[src/rtl/vga_pkg.sv]
// rtl/vga_pkg.sv - display geometry and rectangle controller state type
package vga_pkg;

  localparam int HOR_PIXELS = 800;
  localparam int VER_PIXELS = 600;
  localparam int W_OF_REC   = 48;
  localparam int H_OF_REC   = 48;

  typedef enum logic [1:0] {
    FOLLOW = 2'd0,
    FALL   = 2'd1,
    BOUNCE = 2'd2,
    LANDED = 2'd3
  } rect_state_t;

  function automatic logic [11:0] clamp12(input logic [11:0] v, input logic [11:0] lim);
    return (v > lim) ? lim : v;
  endfunction

endpackage

[src/rtl/edge_det.sv]
// rtl/edge_det.sv - rising-edge pulse from a level synchronous to clk
module edge_det (
  input  logic clk,
  input  logic rst_n,
  input  logic i_d,
  output logic o_pulse
);

  logic r_d;

  always_ff @(posedge clk or negedge rst_n) begin
    if (!rst_n) r_d <= 1'b0;
    else        r_d <= i_d;
  end

  assign o_pulse = i_d & ~r_d;

endmodule

[src/rtl/draw_rect_ctl.sv]
// rtl/draw_rect_ctl.sv - rectangle follows mouse, falls under gravity on click
// Optional bounce on impact: define DRAW_RECT_CTL_BOUNCE_EN.
module draw_rect_ctl
  import vga_pkg::*;
#(
  parameter int GRAV  = 1,
  parameter int VMAX  = 40,
  parameter int VSTOP = 3
) (
  input  logic        clk,
  input  logic        rst,
  input  logic [11:0] mouse_xpos,
  input  logic [11:0] mouse_ypos,
  input  logic        mouse_left,
  input  logic        vblnk,
  output logic [11:0] xpos,
  output logic [11:0] ypos,
  output logic        busy
);

  localparam logic [11:0] XMAX   = 12'(HOR_PIXELS - 1 - W_OF_REC);
  localparam logic [11:0] YMAX   = 12'(VER_PIXELS - 1 - H_OF_REC);
  localparam logic [11:0] GRAV_V = 12'(GRAV);
  localparam logic [11:0] VMAX_V = 12'(VMAX);
`ifdef DRAW_RECT_CTL_BOUNCE_EN
  localparam logic [11:0] VSTOP_V = 12'(VSTOP);
`endif

  rect_state_t r_state, w_state_nx;
  logic [11:0] r_xpos, r_ypos, r_vel;
  logic        r_busy;
  logic [11:0] w_xpos_nx, w_ypos_nx, w_vel_nx;
  logic        w_tick, w_click;
  logic [12:0] w_sum, w_vinc;
  logic [11:0] w_vel_sat;

  edge_det u_tick_det (.clk(clk), .rst_n(rst), .i_d(vblnk),      .o_pulse(w_tick));
  edge_det u_click_det(.clk(clk), .rst_n(rst), .i_d(mouse_left), .o_pulse(w_click));

  assign w_sum     = {1'b0, r_ypos} + {1'b0, r_vel};
  assign w_vinc    = {1'b0, r_vel} + {1'b0, GRAV_V};
  assign w_vel_sat = (w_vinc >= {1'b0, VMAX_V}) ? VMAX_V : w_vinc[11:0];

  always_comb begin
    w_state_nx = r_state;
    w_xpos_nx  = r_xpos;
    w_ypos_nx  = r_ypos;
    w_vel_nx   = r_vel;
    case (r_state)
      FOLLOW: begin
        if (w_click) begin
          w_state_nx = FALL;
          w_vel_nx   = 12'd0;
        end else begin
          w_xpos_nx = clamp12(mouse_xpos, XMAX);
          w_ypos_nx = clamp12(mouse_ypos, YMAX);
        end
      end
      FALL: begin
        if (w_tick) begin
          if (w_sum >= {1'b0, YMAX}) begin
            w_ypos_nx = YMAX;
`ifdef DRAW_RECT_CTL_BOUNCE_EN
            if (r_vel >= VSTOP_V) begin
              w_state_nx = BOUNCE;
              w_vel_nx   = r_vel - (r_vel >> 2);
            end else begin
              w_state_nx = LANDED;
              w_vel_nx   = 12'd0;
            end
`else
            w_state_nx = LANDED;
            w_vel_nx   = 12'd0;
`endif
          end else begin
            w_ypos_nx = w_sum[11:0];
            w_vel_nx  = w_vel_sat;
          end
        end
      end
      BOUNCE: begin
`ifdef DRAW_RECT_CTL_BOUNCE_EN
        if (w_tick) begin
          if (r_vel <= GRAV_V) begin
            w_state_nx = FALL;
            w_vel_nx   = 12'd0;
          end else begin
            w_ypos_nx = (r_ypos > r_vel) ? r_ypos - r_vel : 12'd0;
            w_vel_nx  = r_vel - GRAV_V;
          end
        end
`else
        // Unreachable without bounce support; recover to tracking.
        w_state_nx = FOLLOW;
        w_vel_nx   = 12'd0;
`endif
      end
      LANDED: begin
        if (w_click) w_state_nx = FOLLOW;
      end
      default: w_state_nx = FOLLOW;
    endcase
  end

  always_ff @(posedge clk or negedge rst) begin
    if (!rst) begin
      r_state <= FOLLOW;
      r_xpos  <= 12'd0;
      r_ypos  <= 12'd0;
      r_vel   <= 12'd0;
      r_busy  <= 1'b0;
    end else begin
      r_state <= w_state_nx;
      r_xpos  <= w_xpos_nx;
      r_ypos  <= w_ypos_nx;
      r_vel   <= w_vel_nx;
      r_busy  <= (w_state_nx == FALL) || (w_state_nx == BOUNCE);
    end
  end

  assign xpos = r_xpos;
  assign ypos = r_ypos;
  assign busy = r_busy;

endmodule
[config.mk]
export PLATFORM = sky130hd
export DESIGN_NAME = draw_rect_ctl
export DESIGN_NICKNAME = d
export VERILOG_FILES = /design/src/rtl/vga_pkg.sv /design/src/rtl/edge_det.sv /design/src/rtl/draw_rect_ctl.sv
export SDC_FILE = /design/constraint.sdc
export NUM_CORES = 1
export LEC_CHECK = 0
export BUFFER_PORTS_ARGS = -buffer_cell sky130_fd_sc_hd__buf_4
export CAP_MARGIN = 20
export CORE_ASPECT_RATIO = 0.75
export CORE_MARGIN = 2
export CORE_UTILIZATION = 54
export DETAILED_ROUTE_END_ITERATION = 10
export MAX_ROUTING_LAYER = met4
export PLACE_DENSITY = 0.91
export SLEW_MARGIN = 20
export SYNTH_ARGS = -nofsm -noshare
export SYNTH_HDL_FRONTEND = slang
export SYNTH_SLANG_ARGS = --single-unit
[constraint.sdc]
create_clock -name clk -period 3.9 [get_ports clk]
set_clock_uncertainty 0.05 [all_clocks]
set_input_delay 0.975 -clock clk [delete_from_list [all_inputs] [get_ports clk]]
set_output_delay 0.975 -clock clk [all_outputs]
set_load 0.05 [all_outputs]
* After elaboration in Yosys (flattened, before gate mapping) *
Cells that the tools add are included.
Widths: inputs -> output; s select.

storage, ports and cells
  logic and storage cells = 49
  register bits after elaboration = 41
  bits of input ports = 28
  output and inout bits = 25

operators by class
  muxes and demuxes = 16
  bitwise logic cells = 5
  equality and inequality tests = 8
  $lt $le $gt $ge = 4
  add/subtract/negate cells = 2
  reduce and logical (&&, ||, !) cells = 7

operator list
  operator               number
  $mux 12                9
  $pmux 12 s3            1
  $gt 12x10->1 const B   2
  $pmux 12 s2            1
  $add 12x1->13 const B  1
  $add 12x12->13         1
  $ge 13x10->1 const B   1
  $ge 13x6->1 const B    1
  $mux 2                 4
  $pmux 2 s4             1
  $eq 2x2->1 const B     3
  $reduce_and 3->1       2
  $eq 2x1->1 const B     2
  $ne 2x1->1 const B     2
  $not 1->1              3
  $reduce_bool 3->1      1
  $and 1x1->1            2
  $logic_not 2->1        1
  $ne 2x2->1 const B     1
  $reduce_and 2->1       1
  $reduce_bool 2->1      1
  $logic_or 1x1->1       1

* Depth between registers and ports, before layout *
  depth after elaboration = 7
  mapped depth = 11
  mapped depth without buffers = 10

* Hierarchy *
Synthesis repeated with hierarchy kept, for this count alone.

second synthesis, totals
  cell total of the unflattened synthesis = 257
  area total of the unflattened synthesis = 2,521.2 um2

modules (own cells, without submodules)
  module         sequential area each (um2)  area an instance (um2)  cells an instance  times used
  draw_rect_ctl  975.9                       2,443.6                 253                1
  edge_det       25.0                        38.8                    2                  2

* Worst setup path before layout *
Ideal clock, no wire load.

  path kind = reg2reg
  start = register r_ypos[0], in the netlist ypos[0]
  end = register r_vel[3]
  required time = 3.775 ns
  period minus slack after synthesis = 3.102 ns
  buffers on the path = 1
  stages on the path, launching flop included = 12
  library setup time = 0.075 ns
  arrival time = 2.977 ns
  path slack = 0.798 ns
  cells stage by stage = dfrtp_1 ha_1 fa_1 a21oi_2 o21ai_2 a211oi_2 nor2_1 mux2_4 or3_1 buf_6 o31ai_1 o2bb2ai_2

between the ends
  cells in the longest elaborated chain, start to end = 5

ends and longest elaborated chain
  what                      RTL line              text
  start: declaration        draw_rect_ctl.sv:30   logic [11:0] r_xpos, r_ypos, r_vel;
  start signal: assignment  draw_rect_ctl.sv:115  r_ypos <= w_ypos_nx;
  $add 12x12->13            draw_rect_ctl.sv:40   assign w_sum = {1'b0, r_ypos} + {1'b0, r_vel};
  $ge 13x10->1              draw_rect_ctl.sv:61   if (w_sum >= {1'b0, YMAX}) begin
  $mux 12                   draw_rect_ctl.sv:61
  $mux 12                   draw_rect_ctl.sv:60   if (w_tick) begin
  $pmux 12 s3               draw_rect_ctl.sv:49   case (r_state)
  end signal: assignment    draw_rect_ctl.sv:116  r_vel <= w_vel_nx;
  end: declaration          draw_rect_ctl.sv:30

Every way passes these cells. The select of a mux whose other input is x is not followed.
A chain may end at the register's enable or synchronous reset.

* Final worst setup path *
  start = register r_vel[0]
  end = register r_vel[4]

between the ends
  cells in the longest elaborated chain, start to end = 6
  elaborated cells on any way between the ends = 8
  classes of those cells = add/sub (2); order compare (2); mux (4)

ends and longest elaborated chain
  what           RTL line             text
  $add 12x1->13  draw_rect_ctl.sv:41  assign w_vinc = {1'b0, r_vel} + {1'b0, GRAV_V};
  $ge 13x6->1    draw_rect_ctl.sv:42  assign w_vel_sat = (w_vinc >= {1'b0, VMAX_V}) ? VMAX_V : w_vinc[11:0];
  $mux 12        draw_rect_ctl.sv:42
  $mux 12 *      draw_rect_ctl.sv:61
  $mux 12 *      draw_rect_ctl.sv:60
  $pmux 12 s3 *  draw_rect_ctl.sv:49

Mark *: on every way between the ends. The rest lies on a longest branch, timed or not. The select of a mux whose other input is x is not followed.

==> results.py <==
metrics = {
    "power": {
        "peakVddDrop_uv": 476,
        "netSwitchingPower_uw": 955,
        "pwr-share-clk_pct": 14.2,
        "p_total_mw": 2.00,
        "p_leak_nw": 1.33,
        "swShare_pct": 47.7,
        "power_density_nw_per_um2": 699,
        "p_int_mw": 1.05,
        "p_seq_share_pct": 31.8,
        "pwr-share-comb_pct": 53.9,
    },
    "setup_path": {
        "r2r-start": "r_vel[0]$_DFFE_PN0P_",
        "arrival_ps": 3380,
        "end_kind": "register",
        "crit_slowest_cell": "or3_1",
        "timing_worst_setup_path_type": "register to register",
        "reg2reg_to": "r_vel[4]$_DFFE_PN0P_",
        "cp.required_ps": 4080,
        "cp_top_family": "simple AND/OR/NAND/NOR gates",
        "crit_fanout": 10,
        "rrSetupSlack_ps": 700,
        "reg2reg_depth": 10,
        "path_buf_inv": 0,
        "slowest_delay_ps": 530,
        "start_kind": "register",
        "worstPathCellList": "ha_1 > fa_1 > a21oi_2 > o21ai_2 > a211oi_2 > nor2_1 > mux2_4 > or3_1 > nor4_1 > a221o_1",
    },
    "yosys": {
        "netlist_area_um2": 2360,
        "synth_top_cell_by_area": "dfrtp_1",
        "synth_seq_area_share_pct": 43.5,
        "ys_warn_count": 0,
        "syn_area_per_cell_um2": 9.95,
        "synth.most_common_cell": "dfrtp_1",
        "syn-num-nets": 279,
        "synth-main-ff-cell": "dfrtp_1",
        "synth.distinct_cells": 53,
        "synth-edff-count": 0,
        "synthCells": 237,
        "ys_ff_latch": 41,
        "synth_top_area_share_pct": 43.5,
        "yosys-top-cells-count": "41 x dfrtp_1, 17 x nand2_1, 17 x nor2_1, 13 x ha_1, 12 x a21oi_1",
        "synthTopCellsByArea": "dfrtp_1 44%, ha_1 6.9%, nand2_1 2.7%",
        "postSynth.asyncResetShare_pct": 100,
    },
    "placement": {
        "numPortBuffers": 52,
        "gp_congestion": 0.866,
        "dp_hpwl_um": 4230,
    },
    "finish": {
        "nets": 329,
        "area_delta_synth_final_pct": 21.4,
        "num_antenna_cells": 0,
        "drive_above_1_share_pct": 26.5,
    },
    "floorplan": {
        "die_y_um": 61.2,
        "die_area_um2": 4920,
        "rows": 20,
        "io_pins": 53,
        "core_area_um2": 4130,
        "initial_core_util_pct": 57.1,
        "dieWidth_um": 80.3,
    },
    "drt": {
        "wire_per_inst_um": 16.7,
        "wl_um": 5720,
        "first_pass_iters": 4,
        "dr_total_vias": 2080,
        "avgViaCountPerCell": 6.08,
        "drt_iter0_markers": 143,
        "drcViolationCount": 0,
        "postRouteAntennaNets": 0,
    },
    "timing": {
        "tightestPinTransition_ps": 953,
        "drv_slew": 0,
        "grt_setup_unrepaired": "no",
        "slew_headroom_pct": 36.0,
        "setup_viol": 0,
        "tns_ps": 0,
        "final-hold-violation-count": 0,
        "finalCritPeriodShare_pct": 82.0,
        "period_minus_slack_ps": 3200,
        "max_freq_ghz": 0.313,
    },
    "grt": {
        "grt_usage_pct": 27.0,
        "grt_pass1_wl_um": 9680,
        "overflow": 0,
        "antenna_found_initial": 0,
        "grt_max_degree": 42,
        "grt_pass1_vias": 2058,
    },
    "clocking": {
        "cts.path.max_buffers": 2,
        "clk_pin_slew_worst_paths_ps": 80,
        "htreeDepth": 2,
        "cts_buffers": 5,
        "clock-sinks": 41,
        "postCtsSetupBuffers": 0,
        "clk_latency_ps": 290,
        "cts_resized": 0,
        "tritoncts": "built",
        "cts-root-buf": "clkbuf_8",
        "hold_buffers": 0,
    },
    "hold_path": {
        "worstHoldEndpoint": "xpos[8]$_DFFE_PN0P_",
        "hold_path_class": "register to register",
        "min_path_cells": 2,
        "hp-start": "xpos[8]$_DFFE_PN0P_",
    },
    "run_status": {
        "outcome": "completed",
    },
    "job": {
        "maxCapViolCount": 0,
    },
}
[metal layers]
| metal | wire length [µm] | track usage, % |
|---|---|---|
| met5 | 0 | - |
| met3 | 292 | 5.57 |
| met4 | 95 | 7.02 |
| met1 | 2700 | 35.7 |
| met2 | 2630 | 43.2 |
[power groups by stage]
stage               combinational (mW)  sequential, mW  clock (mW)
floorplan                        0.516           0.917           0
global placement                  1.05           0.637           0
detailed placement                1.07           0.641           0
CTS                               1.08           0.633       0.287
global route                      1.17           0.650       0.307
finish                            1.08           0.637       0.285
[registers in the layout, summed over array words and instances, names as in the netlist]
signal,count
r_vel,12
u_click_det.r_d,1
u_tick_det.r_d,1
ypos,12
xpos,12
r_state,2
busy,1
[cells in the final DEF (no fill, tap or decap), drive strengths merged, types with 2 or more instances in the layout]
master	Yosys	routed
nor2	17	17
dfrtp	41	41
a211oi	4	4
o21ai	15	15
o22ai	7	7
xor2	4	4
a211o	2	2
or3	2	2
o22a	7	7
a21o	4	4
and3	2	2
nand2	17	17
o21a	3	3
nor2b	2	2
xnor2	4	4
nand3	4	4
nand4	2	2
inv	8	8
nor3	10	10
mux2	2	2
a21oi	14	14
o31ai	4	4
buf	3	52
and2	10	10
a31oi	2	2
ha	13	13
a22o	3	3
nor4	2	2
a22oi	3	3
clkbuf	6	6
nand2b	6	6
[worst max-delay path by stage]
stage,end,from,depth (start not counted)
floorplan,r_vel[3]$_DFFE_PN0P_,ypos[0]$_DFFE_PN0P_,11
global placement,r_vel[0]$_DFFE_PN0P_,r_vel[0]$_DFFE_PN0P_,10
detailed placement,r_vel[4]$_DFFE_PN0P_,r_vel[0]$_DFFE_PN0P_,10
CTS,r_vel[4]$_DFFE_PN0P_,r_vel[0]$_DFFE_PN0P_,10
global route,r_vel[0]$_DFFE_PN0P_,r_vel[0]$_DFFE_PN0P_,10
finish,r_vel[4]$_DFFE_PN0P_,r_vel[0]$_DFFE_PN0P_,10
[layout make-up]
cell class | instances | area, µm²
clock inverter | 1 | 7.51
sequential | 41 | 1030
inverter | 8 | 30.0
clock buffer | 6 | 82.6
multi-input combinational | 179 | 1260
tap | 55 | 68.8
timing repair buffer | 52 | 390
fill | 318 | 1260
[cell families after synthesis]
logic type | count (synthesis) | share of synthesized area (%)
compound gates | 79 | 25.4
simple gates | 76 | 16.2
flops | 41 | 43.5
buf+inv | 17 | 3.13
fa+ha+maj | 14 | 7.75
xor+xnor | 8 | 2.97
mux | 2 | 1.11
[worst reg2reg max path, cell delays in order, from the launching register on]
cell and delay, ps:
dfrtp_1 420, ha_1 250, fa_1 430, a21oi_2 210, o21ai_2 100, a211oi_2 230
nor2_1 80, mux2_4 320, or3_1 530, nor4_1 370, a221o_1 160
[metrics by stage]
stage / cell area, µm² / hold WS (ps) / utilization [%] / std cells / setup slack [ps]
after detailed placement: 2770 / 406 / 67.2 / 335 / 806
after global routing: 2860 / 471 / 69.4 / 342 / 619
after global placement: 2770 / 408 / 67.2 / 335 / 907
after floorplan: 2360 / 431 / - / 237 / 798
after CTS: 2860 / 423 / 69.4 / 342 / 754
final: 2860 / 419 / 69.4 / 342 / 703
Note: power is estimated with default switching activity, not from simulation.
